==> config.mk <==
export PLATFORM = sky130hd
export DESIGN_NAME = uart_rx_16x
export DESIGN_NICKNAME = d
export VERILOG_FILES = /design/src/rtl/uart_pkg.sv /design/src/rtl/uart_baud_tick.sv /design/src/rtl/uart_rx_16x.sv
export SDC_FILE = /design/constraint.sdc
export NUM_CORES = 1
export LEC_CHECK = 0
export CAP_MARGIN = 20
export CORE_ASPECT_RATIO = 0.5
export CORE_MARGIN = 4
export CORE_UTILIZATION = 35
export CTS_CLUSTER_DIAMETER = 40
export CTS_CLUSTER_SIZE = 12
export DETAILED_ROUTE_END_ITERATION = 10
export PLACE_DENSITY = 0.58
export SLEW_MARGIN = 10
export SYNTH_ARGS = -nofsm -noshare
export SYNTH_HDL_FRONTEND = slang
export SYNTH_SLANG_ARGS = --single-unit
==> constraint.sdc <==
create_clock -name i_clock -period 2.1 [get_ports i_clock]
set_input_delay 0.42 -clock i_clock [delete_from_list [all_inputs] [get_ports i_clock]]
set_output_delay 0.42 -clock i_clock [all_outputs]
set_load 0.1 [all_outputs]
==> src/rtl/uart_pkg.sv <==
// Shared constants for the 16x-oversampled UART receiver: state encoding,
// oversample tick positions and the baud divider helper.
package uart_pkg;

   typedef enum logic [2:0] {
      IDLE  = 3'd0,
      START = 3'd1,
      DATA  = 3'd2,
      STOP  = 3'd3
   } rx_state_t;

   localparam int NB_DATA_DEF = 8;
   localparam int MID_TICK    = 7;
   localparam int FULL_TICK   = 15;
   localparam int OVERSAMPLE  = 16;

   // Nearest-integer clocks per oversample tick.
   function automatic int calc_baud_div(input int clk_hz, input int baud);
      return (clk_hz + (baud * OVERSAMPLE) / 2) / (baud * OVERSAMPLE);
   endfunction

endpackage

==> src/rtl/uart_baud_tick.sv <==
// Free-running divider producing a one-cycle 16x-oversample tick every
// BAUD_DIV clocks.
module uart_baud_tick #(
   parameter int BAUD_DIV    = 163,
   parameter int NB_BAUD_CNT = 8
) (
   input  logic i_clock,
   input  logic i_reset,
   output logic o_s_tick
);

   localparam logic [NB_BAUD_CNT-1:0] CNT_LAST = NB_BAUD_CNT'(BAUD_DIV - 1);

   logic [NB_BAUD_CNT-1:0] cnt_q, cnt_d;
   logic                   tick_q, tick_d;

   // The tick is registered alongside the count so it is high exactly while
   // the count sits at its last value.
   always_comb begin
      cnt_d  = (cnt_q == CNT_LAST) ? '0 : cnt_q + NB_BAUD_CNT'(1);
      tick_d = (cnt_d == CNT_LAST);
   end

   always_ff @(posedge i_clock or negedge i_reset) begin
      if (!i_reset) begin
         cnt_q  <= '0;
         tick_q <= 1'b0;
      end else begin
         cnt_q  <= cnt_d;
         tick_q <= tick_d;
      end
   end

   assign o_s_tick = tick_q;

endmodule

==> src/rtl/uart_rx_16x.sv <==
// 8N1 UART receiver with 16x oversampling and integrated baud tick.
// Optional stop-bit check enabled by UART_RX_FRAME_ERR_EN (adds o_frame_err).
//
// state | meaning
// IDLE  | line idle, waiting for rx_s low (start edge)
// START | counting to mid start bit, rejects glitches
// DATA  | sampling NB_DATA bits at mid-bit, LSB first
// STOP  | waiting out the stop bit, then publishing the byte
module uart_rx_16x
   import uart_pkg::*;
#(
   parameter int NB_DATA         = NB_DATA_DEF,
   parameter int NB_STATE        = 3,
   parameter int NB_COUNT        = 4,
   parameter int NB_DATA_COUNT   = 4,
   parameter int N_TICKS_TO_STOP = 16,
   parameter int BAUD_DIV        = calc_baud_div(50_000_000, 19_200),
   parameter int NB_BAUD_CNT     = 8
) (
   input  logic               i_clock,
   input  logic               i_reset,
   input  logic               i_rx,
   output logic               o_s_tick,
   output logic               o_rx_done_tick,
   output logic [NB_DATA-1:0] o_data
`ifdef UART_RX_FRAME_ERR_EN
   ,
   output logic               o_frame_err
`endif
);

   localparam logic [NB_STATE-1:0]      ST_IDLE     = NB_STATE'(IDLE);
   localparam logic [NB_STATE-1:0]      ST_START    = NB_STATE'(START);
   localparam logic [NB_STATE-1:0]      ST_DATA     = NB_STATE'(DATA);
   localparam logic [NB_STATE-1:0]      ST_STOP     = NB_STATE'(STOP);
   localparam logic [NB_COUNT-1:0]      S_MID       = NB_COUNT'(MID_TICK);
   localparam logic [NB_COUNT-1:0]      S_FULL      = NB_COUNT'(FULL_TICK);
   localparam logic [NB_COUNT-1:0]      S_STOP_LAST = NB_COUNT'(N_TICKS_TO_STOP - 1);
   localparam logic [NB_DATA_COUNT-1:0] N_LAST      = NB_DATA_COUNT'(NB_DATA - 1);

   logic                     s_tick;
   logic                     rx_meta_q, rx_s_q;
   logic [NB_STATE-1:0]      state_q, state_d;
   logic [NB_COUNT-1:0]      s_q, s_d;
   logic [NB_DATA_COUNT-1:0] n_q, n_d;
   logic [NB_DATA-1:0]       shift_q, shift_d;
   logic [NB_DATA-1:0]       data_q, data_d;
   logic                     done_q, done_d;
   logic                     err_q, err_d;

   uart_baud_tick #(
      .BAUD_DIV    (BAUD_DIV),
      .NB_BAUD_CNT (NB_BAUD_CNT)
   ) u_baud_tick (
      .i_clock  (i_clock),
      .i_reset  (i_reset),
      .o_s_tick (s_tick)
   );

   always_comb begin
      state_d = state_q;
      s_d     = s_q;
      n_d     = n_q;
      shift_d = shift_q;
      data_d  = data_q;
      done_d  = 1'b0;
      err_d   = 1'b0;
      case (state_q)
         ST_IDLE: begin
            if (!rx_s_q) begin
               state_d = ST_START;
               s_d     = '0;
            end
         end
         ST_START: begin
            if (s_tick) begin
               if (s_q == S_MID) begin
                  s_d = '0;
                  if (!rx_s_q) begin
                     state_d = ST_DATA;
                     n_d     = '0;
                  end else begin
                     state_d = ST_IDLE;
                  end
               end else begin
                  s_d = s_q + NB_COUNT'(1);
               end
            end
         end
         ST_DATA: begin
            if (s_tick) begin
               if (s_q == S_FULL) begin
                  s_d     = '0;
                  shift_d = {rx_s_q, shift_q[NB_DATA-1:1]};
                  if (n_q == N_LAST) begin
                     state_d = ST_STOP;
                  end else begin
                     n_d = n_q + NB_DATA_COUNT'(1);
                  end
               end else begin
                  s_d = s_q + NB_COUNT'(1);
               end
            end
         end
         ST_STOP: begin
            if (s_tick) begin
               if (s_q == S_STOP_LAST) begin
                  state_d = ST_IDLE;
                  s_d     = '0;
`ifdef UART_RX_FRAME_ERR_EN
                  // A low stop bit discards the byte and keeps o_data stable.
                  if (!rx_s_q) begin
                     err_d = 1'b1;
                  end else begin
                     data_d = shift_q;
                     done_d = 1'b1;
                  end
`else
                  data_d = shift_q;
                  done_d = 1'b1;
`endif
               end else begin
                  s_d = s_q + NB_COUNT'(1);
               end
            end
         end
         default: begin
            state_d = ST_IDLE;
            s_d     = '0;
         end
      endcase
   end

   always_ff @(posedge i_clock or negedge i_reset) begin
      if (!i_reset) begin
         rx_meta_q <= 1'b1;
         rx_s_q    <= 1'b1;
         state_q   <= ST_IDLE;
         s_q       <= '0;
         n_q       <= '0;
         shift_q   <= '0;
         data_q    <= '0;
         done_q    <= 1'b0;
         err_q     <= 1'b0;
      end else begin
         rx_meta_q <= i_rx;
         rx_s_q    <= rx_meta_q;
         state_q   <= state_d;
         s_q       <= s_d;
         n_q       <= n_d;
         shift_q   <= shift_d;
         data_q    <= data_d;
         done_q    <= done_d;
         err_q     <= err_d;
      end
   end

   assign o_s_tick       = s_tick;
   assign o_rx_done_tick = done_q;
   assign o_data         = data_q;

`ifdef UART_RX_FRAME_ERR_EN
   assign o_frame_err = err_q;
`else
   logic unused_err;
   assign unused_err = err_q;
`endif

endmodule

==> results of run 1 <==
logic make-up after synthesis:
| kind of cell | count (synthesis) | synth area share, % |
|---|---|---|
| buffers and inverters | 8 | 2.54 |
| XOR/XNOR | 5 | 2.54 |
| multiplexers | 17 | 11.0 |
| flip-flops | 38 | 55.4 |
| adder cells (fa/ha/maj) | 4 | 2.91 |
| AND/OR/NAND/NOR | 54 | 18.1 |
| AO/OA/AOI/OAI | 20 | 7.49 |
sequential cells by signal, summed over array words and instances (netlist names):
register	count
rx_meta_q	1
u_baud_tick.cnt_q	8
n_q	4
shift_q	8
o_rx_done_tick	1
state_q	2
s_q	4
o_data	8
u_baud_tick.o_s_tick	1
rx_s_q	1
cells in the final DEF, fill, tap and decap left out, types with 2 or more instances in the layout:
master | synthesis | final
a31oi_1 | 4 | 4
and3_1 | 2 | 2
and3b_1 | 2 | 2
buf_4 | 1 | 12
clkbuf_8 | 0 | 6
dfrtp_1 | 36 | 36
dfstp_2 | 2 | 2
ha_1 | 4 | 4
inv_1 | 4 | 4
mux2_2 | 16 | 16
nand2_1 | 15 | 15
nand2b_1 | 2 | 2
nand3_1 | 6 | 6
nand4_1 | 2 | 2
nor2_1 | 11 | 11
nor2b_1 | 2 | 2
nor3b_1 | 2 | 2
o21ai_0 | 5 | 5
o21ai_1 | 3 | 3
xnor2_1 | 5 | 5
worst max-delay path, stage by stage (launching register included):
cell	delay, ns
dfrtp_1	0.39
ha_1	0.22
and3_1	0.25
and3_1	0.40
mux2_2	0.38
synthesized netlist by cell type, types with 2 or more instances:
master	instances
dfrtp_1	36
nor2_1	11
and3b_1	2
nor3b_1	2
a31oi_1	4
o21ai_0	5
ha_1	4
nand4_1	2
o21ai_1	3
dfstp_2	2
nand2_1	15
and3_1	2
inv_1	4
xnor2_1	5
mux2_2	16
nor2b_1	2
nand2b_1	2
nand3_1	6
buf_2	2
stage by stage:
step	instance area [µm²]	util [%]	setup slack (ns)	hold slack, ns	power, mW
final	1980	43.2	0.345	0.167	1.29
after floorplan	1720	-	0.000580	0.124	0.754
after global placement	1880	41.1	0.327	0.347	0.774
after detailed placement	1880	41.1	0.347	0.348	0.774
after CTS	1980	43.2	0.332	0.181	1.31
after global routing	1980	43.2	0.212	0.204	1.35
final timing paths:
kind	slack [ns]	endpoint
max	0.34	shift_q[5]
min	0.17	u_baud_tick.cnt_q[4]
max reg2reg	0.34	shift_q[5]
min reg2reg	0.36	rx_s_q
max in group asynchronous	1.58	rx_s_q
min in group i_clock	0.36	rx_s_q
routing by layer:
layer  routed length, µm  up-vias
met2                1310       10
met3                  74        4
met1                1520      524
met5                   0        -
li1                    -      548
met4                  31        0
area by class of cell:
type | instances | share of cell area, %
Clock buffer | 6 | 4.18
Clock inverter | 2 | 0.633
Inverter | 4 | 0.760
Multi-Input combinational cell | 100 | 36.7
Sequential cell | 38 | 48.3
Tap cell | 66 | 4.18
Timing Repair Buffer | 14 | 5.32
power groups by stage:
stage | clock network (mW) | logic (mW) | registers [mW]
5_1_grt | 0.589 | 0.0250 | 0.738
3_3_place_gp | 0 | 0.0224 | 0.752
2_1_floorplan | 0 | 0.00320 | 0.751
4_1_cts | 0.553 | 0.0225 | 0.737
6_report | 0.531 | 0.0210 | 0.737
3_5_place_dp | 0 | 0.0226 | 0.752
==> summary.md, run 1 <==
| Metric | Value |
|---|---|
| Status | finished clean |
| Fill cell count | 432 |
| Syn-to-layout area delta | 14.8% |
| Dpl cells | 222 |
| Max VDD drop | 264 µV |
| Arr. time, crit path | 1.94 ns |
| Max-slew violations | 0 |
| Clk slew on worst S/H paths | 0.08 ns |
| YS warnings | 0 |
| Clk pwr share | 41.2% |
| Synth async-reset ratio | 100% |
| Critical Path Start Type | register |
| # Max-Cap Violations | 0 |
| Sw Pwr | 0.285 mW |
| Synthesized instance count | 146 |
| Via density | 4.72 |
| Worst slew pin tran | 0.484 ns |
| Post-DP HPWL | 2000 µm |
| DRC | 0 |
| Worst endpoint required time | 2.28 ns |
| Setup TNS | 0 ns |
| Logic pwr share | 1.6% |
| Sw Share | 22.1% |
| Initial core utilization | 37.6% |
| Flop pwr share | 57.2% |
| Share of the synthesized area in the top cell type | 52.3% |
| Post-CTS sizing | 0 |
| Largest cells by area after synthesis | dfrtp_1, mux2_2, nand2_1 |
| # Post-CTS Setup Buffers | 0 |
| Hold Crit Class | in -> async |
| Num rows | 17 |
| Share of post-route cells with drive strength above 1 | 26.8% |
| Internal | 1.00 mW |
| I/O pins | 13 |
| Post-route ant nets | 0 |
| DR iter-0 viols | 33 |
| Fmax | 570 MHz |
| Final Hold Fails | 0 |
| First-pass GRT wire length | 5260 µm |
| Cell taking the most area after synthesis | dfrtp_1 |
| Static leakage | 0.934 nW |
| Worst Path Max Fanout | 8 |
| Total Routed Length | 2940 µm |
| Min Clock Period, post-route | 1.76 ns |
| Clock Skews | 0.00437 ns |
| Relative slew margins | 67.7% |
| M2 GR Usage | 15.7% |
| GPL Wtd Cong | 0.769 |
| Worst setup path class | reg -> reg |
| 1st-pass router iterations | 4 |
| Die H | 57.6 µm |
| Wire per inst | 12.8 µm |
| Yosys reg bits | 38 |
| Clock Tree Root | clkbuf_8 |
| ANT cells | 0 |
| Hold_buf cts | 0 |
| CP Launch Point | s_q[0] |
| DIE WIDTH | 107 µm |
| Area of the multi-input gates | 724 µm² |
| Post-synth EDFFs | 0 |
| Mapped Area | 1720 µm² |
| Cts bufs inserted | 5 |
| Power Dens Cells | 653 nW/µm² |
| TritonCTS clock tree | yes |
| Final setup viols | 0 |
| GRT Max-Usage Layer | met2 |
| Fin nets | 170 |
| Storage cell area | 953 µm² |
| M1 GR Usage | 15.2% |
| Via count | 1086 |
| Final cell count without fillers | 230 |
| Core footprint | 4570 µm² |
| RSZ-0062 raised after global routing | false |
| Synth Flop Type | dfrtp_1 |
| CTS Sinks | 38 |
| Worst r2r path cells | 4 |
| Final period util | 83.6% |
| All-layer global routing usage | 11.0% |
| Worst-Skew Late Latency | 0.29 ns |
| Seq/Total Area, Yosys | 55.4% |
| Total grt overflow | 0 |
| DIE AREA | 6170 µm² |
| I/O Buffers | 12 |
| Synthesized area per cell | 11.8 µm² |
| Antenna violations before repair | 0 |
| Vias in the first global route | 1070 |
| Largest net degree at the start of global routing | 39 |
| H-tree Lvls | 2 |
| Yosys cell types | 40 |
| Syn nets | 153 |
| M3 GR Usage | 4.07% |
| Max clock buf depth | 2 |
| R2R Path Start | s_q[0] |
| CP endpoint kind | register |
Power figures use the tool's default switching activity.
==> run 2, diff against run 1 <==
--- a/config.mk
+++ b/config.mk
@@ -12,7 +12,7 @@
 export CTS_CLUSTER_DIAMETER = 40
 export CTS_CLUSTER_SIZE = 12
 export DETAILED_ROUTE_END_ITERATION = 10
-export PLACE_DENSITY = 0.58
+export PLACE_DENSITY = 0.6
 export SLEW_MARGIN = 10
 export SYNTH_ARGS = -nofsm -noshare
 export SYNTH_HDL_FRONTEND = slang
==> constraint.sdc (replaced) <==
create_clock -name i_clock -period 1.45 [get_ports i_clock]
set_input_delay 0.29 -clock i_clock [delete_from_list [all_inputs] [get_ports i_clock]]
set_output_delay 0.29 -clock i_clock [all_outputs]
set_load 0.1 [all_outputs]
==> run 2 against run 1 <==
  * Setup slack worse by 0.48 ns
  * Global-route usage rose by 0.67 points
  * Largest power group unchanged
  * Critical endpoint is now n_q[3]
  * Clock power increased by 45%
  * Hold slack better by 0.19 ns
  * The flow now finishes with violations (negative setup slack)
  * Wire length is 21% higher
  * Combinational power up 100%
  * Maximum frequency rose by 11%
  * Core utilization grew 9.8 points
  * Die area stayed put
  * Cell area rose by 23%
  * Clock skew grew 0.0018 ns
  * Sequential power increased by 45%
==> summary.md, run 2 (synthesis gave the netlist of run 1 again) <==
| Metric | Value |
|---|---|
| Status | complete, but fails checks |
| Violated checks | negative setup slack |
| I/O Buffers | 12 (unchanged) |
| CTS Sinks | 38 (unchanged) |
| Worst Path Max Fanout | 4 (-4) |
| WL met3 | 84 µm (+14%) |
| Met2 WL | 1640 µm (+25%) |
| Worst r2r path cells | 6 (+2) |
| RSZ-0062 raised after global routing | true |
| Max clock buf depth | 2 (unchanged) |
| DIE WIDTH | 107 µm (unchanged) |
| DR iter-0 viols | 27 (-18%) |
| CP Launch Point | n_q[1] |
| First-pass GRT wire length | 5640 µm (+7.2%) |
| Share of post-route cells with drive strength above 1 | 44.5% (+18 points) |
| GPL Wtd Cong | 0.842 (+9.5%) |
| Largest net degree at the start of global routing | 29 (-26%) |
| Final period util | 109% (+26 points) |
| ANT cells | 0 (unchanged) |
| Critical Path Start Type | register |
| Die H | 57.6 µm (unchanged) |
| Commonest non-fill, non-tap cells in the layout | dfrtp_1, buf_4, nand2_1 |
| I/O pins | 13 (unchanged) |
| Hold Crit Class | reg -> reg |
| Fmax | 631 MHz (+11%) |
| Worst slew pin tran | 0.271 ns (-0.213 ns) |
| # Max-Cap Violations | 0 (unchanged) |
| Core footprint | 4570 µm² (unchanged) |
| Fin util | 53.1% (+9.8 points) |
| Initial core utilization | 37.6% (unchanged) |
| Post-route ant nets | 0 (unchanged) |
| Cts bufs inserted | 5 (unchanged) |
| Worst endpoint required time | 1.68 ns (-0.60 ns) |
| Worst setup path class | reg -> reg |
| Clk slew on worst S/H paths | 0.08 ns (about the same) |
| Num rows | 17 (unchanged) |
| Top Metal Used | met4 |
| Relative slew margins | 81.9% (+14 points) |
| DRT met1 WL | 1780 µm (+17%) |
| Reg2Reg Setup Slack | -0.14 ns (-0.48 ns) |
| Final Hold Fails | 0 (unchanged) |
| TritonCTS clock tree | yes |
| Clock Skews | 0.00618 ns (+0.00181 ns) |
| Vias in the first global route | 1190 (+11%) |
| DRC | 0 (unchanged) |
| Wire per inst | 13.9 µm (+8.5%) |
| Static leakage | 1.09 nW (+17%) |
| PnR worst setup slack | -0.136 ns (-0.481 ns) |
| CP endpoint kind | register |
| All-layer global routing usage | 11.7% (+0.67 points) |
| Clock Tree Root | clkbuf_8 |
| Final setup viols | 17 (+17) |
| Via count | 1245 (+15%) |
| Total Routed Length | 3560 µm (+21%) |
| Fin nets | 197 (+16%) |
| Min Clock Period, post-route | 1.59 ns (-0.169 ns) |
| Commonest non-fill, non-tap cell in the layout | dfrtp_1 |
| Worst Hold Launch | rx_meta_q |
| Power consumption | 1.88 mW (+46%) |
| Power Dens Cells | 774 nW/µm² (+19%) |
| R2R Path Start | n_q[1] |
| H-tree Lvls | 2 (unchanged) |
| RR Endpoint | n_q[3] |
| Worst-Skew Late Latency | 0.29 ns (about the same) |
| Max VDD drop | 414 µV (+57%) |
| Via density | 4.84 (+2.6%) |
| 1st-pass router iterations | 6 (+2) |
| Worst setup endpoint | n_q[3] |
| DIE AREA | 6170 µm² (unchanged) |
| Arr. time, crit path | 1.82 ns (-0.12 ns) |
| Antenna violations before repair | 0 (unchanged) |
| Total grt overflow | 0 (unchanged) |
| Syn-to-layout area delta | 40.9% |
| Max-slew violations | 0 (unchanged) |
| Post-DP HPWL | 2310 µm (+16%) |
[run 2: changes by cell type in the layout (fill, tap and decap cells not counted), sizes merged]
cell	previous run	this run
buf	13	38
dlygate4sd3	0	1
nor2	12	13
[run 2: how the worst min path moves through the flow]
stage                           endpoint  cells past startpoint
floorplan                         n_q[0]                      0
global placement    u_baud_tick.cnt_q[1]                      1
detailed placement  u_baud_tick.cnt_q[1]                      1
CTS                               rx_s_q                      0
global route                      rx_s_q                      0
finish                            rx_s_q                      0
[run 2: area by class of cell]
cell class / count / area, µm²
multi-input cells: 101 / 831
fillers: 379 / 2150
clock inverters: 2 / 12.5
well taps: 66 / 82.6
clock buffers: 6 / 82.6
inverters: 4 / 15.0
repair buffers: 40 / 444
flip-flops and latches: 38 / 958
[run 2: worst max-delay path, stage by stage (launching register included)]
cell and delay, ns:
dfrtp_1 0.39, ha_2 0.20, and3b_1 0.19, nor3b_2 0.18, o21ai_2 0.09, or4_1 0.40, nand3_1 0.08
[run 2: through the flow]
stage                     setup TNS, ns  hold WS (ns)  instances  cell area (µm²)  setup WS (ns)
after global placement           -0.660         0.182        244             2210         -0.105
after floorplan                   -1.55      -0.00559        146             1740         -0.165
final                            -0.620         0.357        257             2430         -0.136
after global routing              -1.48         0.362        257             2430         -0.209
after detailed placement         -0.983         0.182        244             2210         -0.124
after CTS                        -0.385         0.358        252             2350         -0.147
[run 2: report_power, final]
group / switching [mW] / internal (mW)
sequential: 0.00229 / 1.06
clock: 0.388 / 0.382
combinational: 0.0263 / 0.0160
[run 2: per-layer routing]
layer / track usage [%] / vias up
li1: - / 605
met1: 15.5 / 617
met2: 17.5 / 19
met3: 3.28 / 4
met4: 6.38 / 0
met5: 0 / -
[run 2: what timing repair did]
action | in CTS | in global routing
endpoints found under the setup margin | 22 | 25
pin swaps | 1 | 4
endpoints found under the hold margin | 10 | 0
hold buffers | 1 | 0
resized for setup | 13 | 12
buffers inserted | 0 | 4
cloned | 0 | 1
